==> src/rtl/fetch_pkg.sv <==
// Shared types and default parameter values for the fetch sequencer.
//   state_t      : sequencer FSM states
//   DEF_*        : default widths and run addresses
package fetch_pkg;

    typedef enum logic [1:0] {
        ST_IDLE = 2'd0,
        ST_RUN  = 2'd1,
        ST_DONE = 2'd2
    } state_t;

    localparam int DEF_D          = 12;
    localparam int DEF_L          = 5;
    localparam int DEF_START_ADDR = 0;
    localparam int DEF_END_ADDR   = 128;
    localparam int DEF_W          = 16;

endpackage

==> src/rtl/jump_lut.sv <==
// Jump-target lookup table: 2**L entries of D bits, one synchronous write
// port and one combinational read port. Contents are not reset.
//   clk    : clock
//   we     : write strobe
//   waddr  : write index
//   wdata  : write data
//   raddr  : read index
//   rdata  : read data (reflects writes from the next cycle on)
module jump_lut #(
    parameter int D = 12,
    parameter int L = 5
) (
    input  logic         clk,
    input  logic         we,
    input  logic [L-1:0] waddr,
    input  logic [D-1:0] wdata,
    input  logic [L-1:0] raddr,
    output logic [D-1:0] rdata
);

    logic [D-1:0] mem [2**L];

    always_ff @(posedge clk) begin
        if (we) begin
            mem[waddr] <= wdata;
        end
    end

    assign rdata = mem[raddr];

endmodule

==> src/rtl/fetch_sequencer.sv <==
// Fetch sequencer: owns the program counter, resolves absolute/relative
// jumps, runs the req/done handshake and guards each run with a watchdog.
//   clk, reset                 : clock, synchronous active-high reset
//   req / done / busy          : run request, run complete, running
//   timeout                    : last run ended by the watchdog
//   stall, halt                : freeze PC / decoded halt
//   absjump_en, lut_idx        : jump to lut[lut_idx]
//   reljump_en, rel_off        : jump to PC + rel_off (two's complement)
//   lut_we, lut_waddr, lut_wdata : jump LUT write port
//   prog_ctr, fetch_valid      : PC to instr_ROM, PC is executed this cycle
//
// state   | meaning
// --------+---------------------------------------------------
// IDLE    | waiting for req
// RUN     | fetching; PC advances, jumps, watchdog counting
// DONE    | run finished; held until req drops
module fetch_sequencer
    import fetch_pkg::*;
#(
    parameter int D          = DEF_D,
    parameter int L          = DEF_L,
    parameter int START_ADDR = DEF_START_ADDR,
    parameter int END_ADDR   = DEF_END_ADDR,
    parameter int W          = DEF_W
) (
    input  logic         clk,
    input  logic         reset,
    input  logic         req,
    output logic         done,
    output logic         busy,
    output logic         timeout,
    input  logic         stall,
    input  logic         halt,
    input  logic         absjump_en,
    input  logic         reljump_en,
    input  logic [L-1:0] lut_idx,
    input  logic [D-1:0] rel_off,
    input  logic         lut_we,
    input  logic [L-1:0] lut_waddr,
    input  logic [D-1:0] lut_wdata,
    output logic [D-1:0] prog_ctr,
    output logic         fetch_valid
);

    localparam logic [D-1:0] START_PC = D'(START_ADDR);
    localparam logic [D-1:0] END_PC   = D'(END_ADDR);
    localparam logic [W-1:0] WD_MAX   = '1;

    state_t       state_q, state_d;
    logic [D-1:0] pc_q, pc_d;
    logic [W-1:0] wd_q, wd_d;
    logic         to_q, to_d;
    logic [D-1:0] lut_rdata;
    logic [D-1:0] next_pc;

    jump_lut #(.D(D), .L(L)) u_jump_lut (
        .clk   (clk),
        .we    (lut_we),
        .waddr (lut_waddr),
        .wdata (lut_wdata),
        .raddr (lut_idx),
        .rdata (lut_rdata)
    );

    // D-bit add drops the carry, so rel_off acts as a signed offset and
    // the PC wraps modulo 2**D.
    always_comb begin
        if (absjump_en) begin
            next_pc = lut_rdata;
        end else if (reljump_en) begin
            next_pc = pc_q + rel_off;
        end else begin
            next_pc = pc_q + D'(1);
        end
    end

    always_comb begin
        state_d = state_q;
        pc_d    = pc_q;
        wd_d    = wd_q;
        to_d    = to_q;
        case (state_q)
            ST_IDLE: begin
                if (req) begin
                    state_d = ST_RUN;
                    pc_d    = START_PC;
                    wd_d    = '0;
                    to_d    = 1'b0;
                end
            end
            ST_RUN: begin
                // Watchdog counts stalled cycles too and saturates.
                if (wd_q != WD_MAX) begin
                    wd_d = wd_q + W'(1);
                end
                if (wd_q == WD_MAX) begin
                    state_d = ST_DONE;
                    to_d    = 1'b1;
                end else if (stall) begin
                    state_d = ST_RUN;
                end else if (halt) begin
                    state_d = ST_DONE;
                end else if (next_pc == END_PC) begin
                    state_d = ST_DONE;
                    pc_d    = END_PC;
                end else begin
                    pc_d    = next_pc;
                end
            end
            ST_DONE: begin
                if (!req) begin
                    state_d = ST_IDLE;
                end
            end
            default: begin
                state_d = ST_IDLE;
            end
        endcase
    end

    always_ff @(posedge clk) begin
        if (reset) begin
            state_q <= ST_IDLE;
            pc_q    <= START_PC;
            wd_q    <= '0;
            to_q    <= 1'b0;
        end else begin
            state_q <= state_d;
            pc_q    <= pc_d;
            wd_q    <= wd_d;
            to_q    <= to_d;
        end
    end

    assign busy        = (state_q == ST_RUN);
    assign done        = (state_q == ST_DONE);
    assign timeout     = to_q;
    assign prog_ctr    = pc_q;
    assign fetch_valid = busy && !stall;

endmodule

==> config.mk <==
export PLATFORM = sky130hd
export DESIGN_NAME = fetch_sequencer
export DESIGN_NICKNAME = d
export VERILOG_FILES = /design/src/rtl/fetch_pkg.sv /design/src/rtl/jump_lut.sv /design/src/rtl/fetch_sequencer.sv
export SDC_FILE = /design/constraint.sdc
export NUM_CORES = 1
export LEC_CHECK = 0
export BUFFER_PORTS_ARGS = -buffer_cell sky130_fd_sc_hd__buf_4
export CAP_MARGIN = 20
export CORE_MARGIN = 5
export CORE_UTILIZATION = 35
export DETAILED_ROUTE_END_ITERATION = 7
export PLACE_DENSITY = 0.57
export SLEW_MARGIN = 0
export SYNTH_ARGS = -nofsm -noshare
export SYNTH_HDL_FRONTEND = slang
export SYNTH_SLANG_ARGS = --single-unit
==> constraint.sdc <==
create_clock -name clk -period 5.7 [get_ports clk]
set_input_delay 0.285 -clock clk [delete_from_list [all_inputs] [get_ports clk]]
set_output_delay 0.285 -clock clk [all_outputs]
set_load 0.02 [all_outputs]
==> flow_metrics.py <==
metrics = {
    "floorplanning": {
        "rows": 80,
        "pin_count": 58,
        "start_util_pct": 35.5,
        "die_h_um": 230,
        "design.core.area_um2": 47800,
        "die_w_um": 230,
        "die-area_um2": 53000,
    },
    "synthesis": {
        "ys_warn_count": 0,
        "syn_nets": 966,
        "synth-async-reset-ratio_pct": 0,
        "ys_types": 62,
        "synth-seq-area-share_pct": 71.6,
        "yosys-top-cells-area": "edfxtp_1 68%, mux4_2 11%, dfxtp_1 3.7%, mux4_1 2.5%, nor2_1 1.9%",
        "synth_edf_count": 384,
        "yosysTopAreaCellShare_pct": 67.9,
        "avgSynthCellArea_um2": 18.6,
        "synth_top_area_cell": "edfxtp_1",
        "syn_inst": 911,
        "syn_area_um2": 17000,
        "yosysMostFrequentCell": "edfxtp_1",
        "synth_commonest_cells": "384 x edfxtp_1, 87 x nor2_1, 86 x mux4_2",
        "ys.flop_type": "edfxtp_1",
        "ys_seq_elements": 415,
    },
    "clocking": {
        "cts_made_buffers": 45,
        "cts_tree": "built",
        "cts_hold_buf": 0,
        "postCtsResizedCells": 0,
        "clockBufferDepth": 3,
        "clk_latency_ns": 0.55,
        "clock_sinks": 415,
        "clk_pin_slew_worst_paths_ns": 0.06,
        "cts_setup_buffers": 0,
        "cts-root-buf": "clkbuf_16",
        "cts.htree.levels": 2,
    },
    "timing": {
        "finalSetupViolCount": 0,
        "rsz0062_at_grt": "no",
        "maxSlewHeadroom_pct": 35.4,
        "finalClockSkew_ns": 0.0185,
        "fmax_mhz": 322,
        "period_minus_slack_ns": 3.10,
        "slew_violations": 0,
        "min_period_over_period_pct": 54.4,
        "worst_pin_slew_ns": 0.967,
        "setup_tns_ns": 0,
        "hold_viol": 0,
    },
    "drt": {
        "drc": 0,
        "drt-total-wl_um": 40700,
        "ant_nets": 0,
        "drtIter0Drc": 662,
        "post_drt_wl_per_cell_um": 24.7,
        "vias_per_cell": 5.34,
        "first_pass_iters": 5,
        "vias": 8803,
    },
    "final_layout": {
        "drive_gt1_share_pct": 24.1,
        "fin_nets": 1057,
        "area_growth_pct": 14.7,
        "instances_no_fill": 1648,
    },
    "run_status": {
        "status": "finished clean",
    },
    "setup_path": {
        "cp.required_ns": 6.17,
        "cp-end-kind": "flop",
        "cp-start-kind": "flop",
        "arrival_ns": 3.57,
        "worst-setup-path-type": "flop to flop",
        "cp_max_fo": 3,
    },
    "power_and_ir_drop": {
        "leakagePower_nw": 6.39,
        "switching_share_pct": 21.3,
        "p_seq_share_pct": 52.7,
        "p_int_w": 0.00503,
        "power_frac_clock_pct": 41.3,
        "ir_drop_uv": 227,
        "powerDensity_nw_per_um2": 328,
        "p_switching_w": 0.00136,
        "power_frac_comb_pct": 6.0,
    },
    "place": {
        "globalplace.congestion": 0.794,
        "numPortBuffers": 57,
        "place_hpwl_um": 25100,
        "dp_cells": 1570,
    },
    "global_routing": {
        "grt.total_usage_pct": 15.2,
        "grt_pass1_vias": 8868,
        "grt_max_degree": 56,
        "grt_pass1_wl_um": 60300,
        "antenna_found_initial": 0,
        "grt_overflow": 0,
    },
    "min_path": {
        "holdCritPathClass": "primary input to flop",
    },
    "flow_run": {
        "cap_violations": 0,
    },
}
kinds of logic (layout without fill, tap and decap cells):
| kind of cell | after synthesis | in the layout | synth area share, % |
|---|---|---|---|
| DFF | 415 | 415 | 71.6 |
| buffers and inverters | 48 | 169 | 1.74 |
| other | 0 | 1 | 0 |
| and+or+nand+nor | 200 | 200 | 5.71 |
| xor gates and xnor gates | 18 | 18 | 0.929 |
| muxes | 129 | 129 | 15.5 |
| adders and majority gates | 13 | 13 | 1.00 |
| AOI/OAI and AO/OA | 88 | 88 | 3.53 |
area by class of cell:
class | instances | area [um^2]
Antenna cell | 1 | 2.50
Clock buffer | 59 | 1200
Clock inverter | 18 | 125
Fill cell | 4286 | 28400
Inverter | 7 | 26.3
Multi-Input combinational cell | 448 | 4550
Sequential cell | 415 | 12200
Tap cell | 615 | 769
Timing Repair Buffer | 85 | 654
layer usage:
metal  global-route usage, %  up-vias  part of all wire (%)
met1                    21.7     4554                    44
met3                    3.01       47                   6.5
met5                       0        -                     0
met2                    24.5      309                    48
met4                    3.10        0                   1.6
li1                        -     3893                     -
flip-flops by register name, summed over array words and instances (netlist names):
name,flops
state_q,2
u_jump_lut.mem,384
prog_ctr,12
timeout,1
wd_q,16
critical path, stage by stage (launching register included):
cell	delay, ns
dfxtp_1	0.34
ha_1	0.25
fa_1	0.45
a21oi_1	0.16
o21ai_0	0.17
a31o_2	0.31
a221oi_1	0.36
mux2i_1	0.17
a311o_1	0.39
nor3_2	0.25
o221a_1	0.21
through the flow:
step	instance area, um^2	hold slack [ns]	total power [W]	worst slack (ns)	utilization [%]
after detailed placement	18100	0.488	0.00383	2.15	37.9
after global routing	19500	0.0597	0.00662	2.40	40.7
after CTS	19500	0.0400	0.00646	2.59	40.7
after floorplan	17000	0.384	0.00366	2.87	-
final	19500	0.0638	0.00640	2.60	40.7
after global placement	18100	0.473	0.00382	2.15	37.9
worst paths after layout:
check	start	endpoint	slack (ns)	cells past startpoint
min	reset	prog_ctr[7]$_SDFFE_PP0P_	0.06	2
min reg2reg	wd_q[1]$_SDFFE_PP0P_	wd_q[1]$_SDFFE_PP0P_	0.49	2
max reg2reg	prog_ctr[0]$_SDFFE_PP0P_	state_q[1]$_SDFFE_PP0P_	2.60	10
max	prog_ctr[0]$_SDFFE_PP0P_	state_q[1]$_SDFFE_PP0P_	2.60	10
placed cells by master (no fill, tap or decap), types with 5 or more instances in the layout:
cell / synthesis / routed
a21o_1: 6 / 6
nor3_1: 5 / 5
nor2b_1: 5 / 5
a31oi_1: 12 / 12
ha_1: 12 / 12
nand2_1: 29 / 29
mux2i_1: 24 / 24
clkbuf_1: 15 / 13
clkinv_2: 0 / 6
dfxtp_1: 31 / 31
and3_1: 7 / 7
o21ai_0: 13 / 13
mux4_1: 16 / 16
nand3_1: 12 / 12
clkinv_1: 2 / 10
nor2_2: 0 / 8
inv_1: 5 / 5
xor2_1: 13 / 13
xnor2_1: 5 / 5
edfxtp_1: 384 / 384
and2_1: 12 / 12
or3_1: 6 / 6
clkbuf_16: 0 / 46
o22ai_1: 9 / 9
a21oi_1: 18 / 18
nor2_1: 87 / 79
buf_4: 7 / 83
nand2b_1: 10 / 10
nand3b_1: 5 / 5
mux4_2: 86 / 86
nand4_1: 10 / 10
power by group through the flow:
stage | registers, W | logic [W] | clock network [W]
after floorplan | 0.00344 | 0.000227 | 0
after global placement | 0.00344 | 0.000387 | 0
after detailed placement | 0.00344 | 0.000389 | 0
after CTS | 0.00337 | 0.000390 | 0.00270
after global routing | 0.00337 | 0.000412 | 0.00283
final | 0.00337 | 0.000384 | 0.00264
Note: power is estimated with default switching activity, not from simulation.
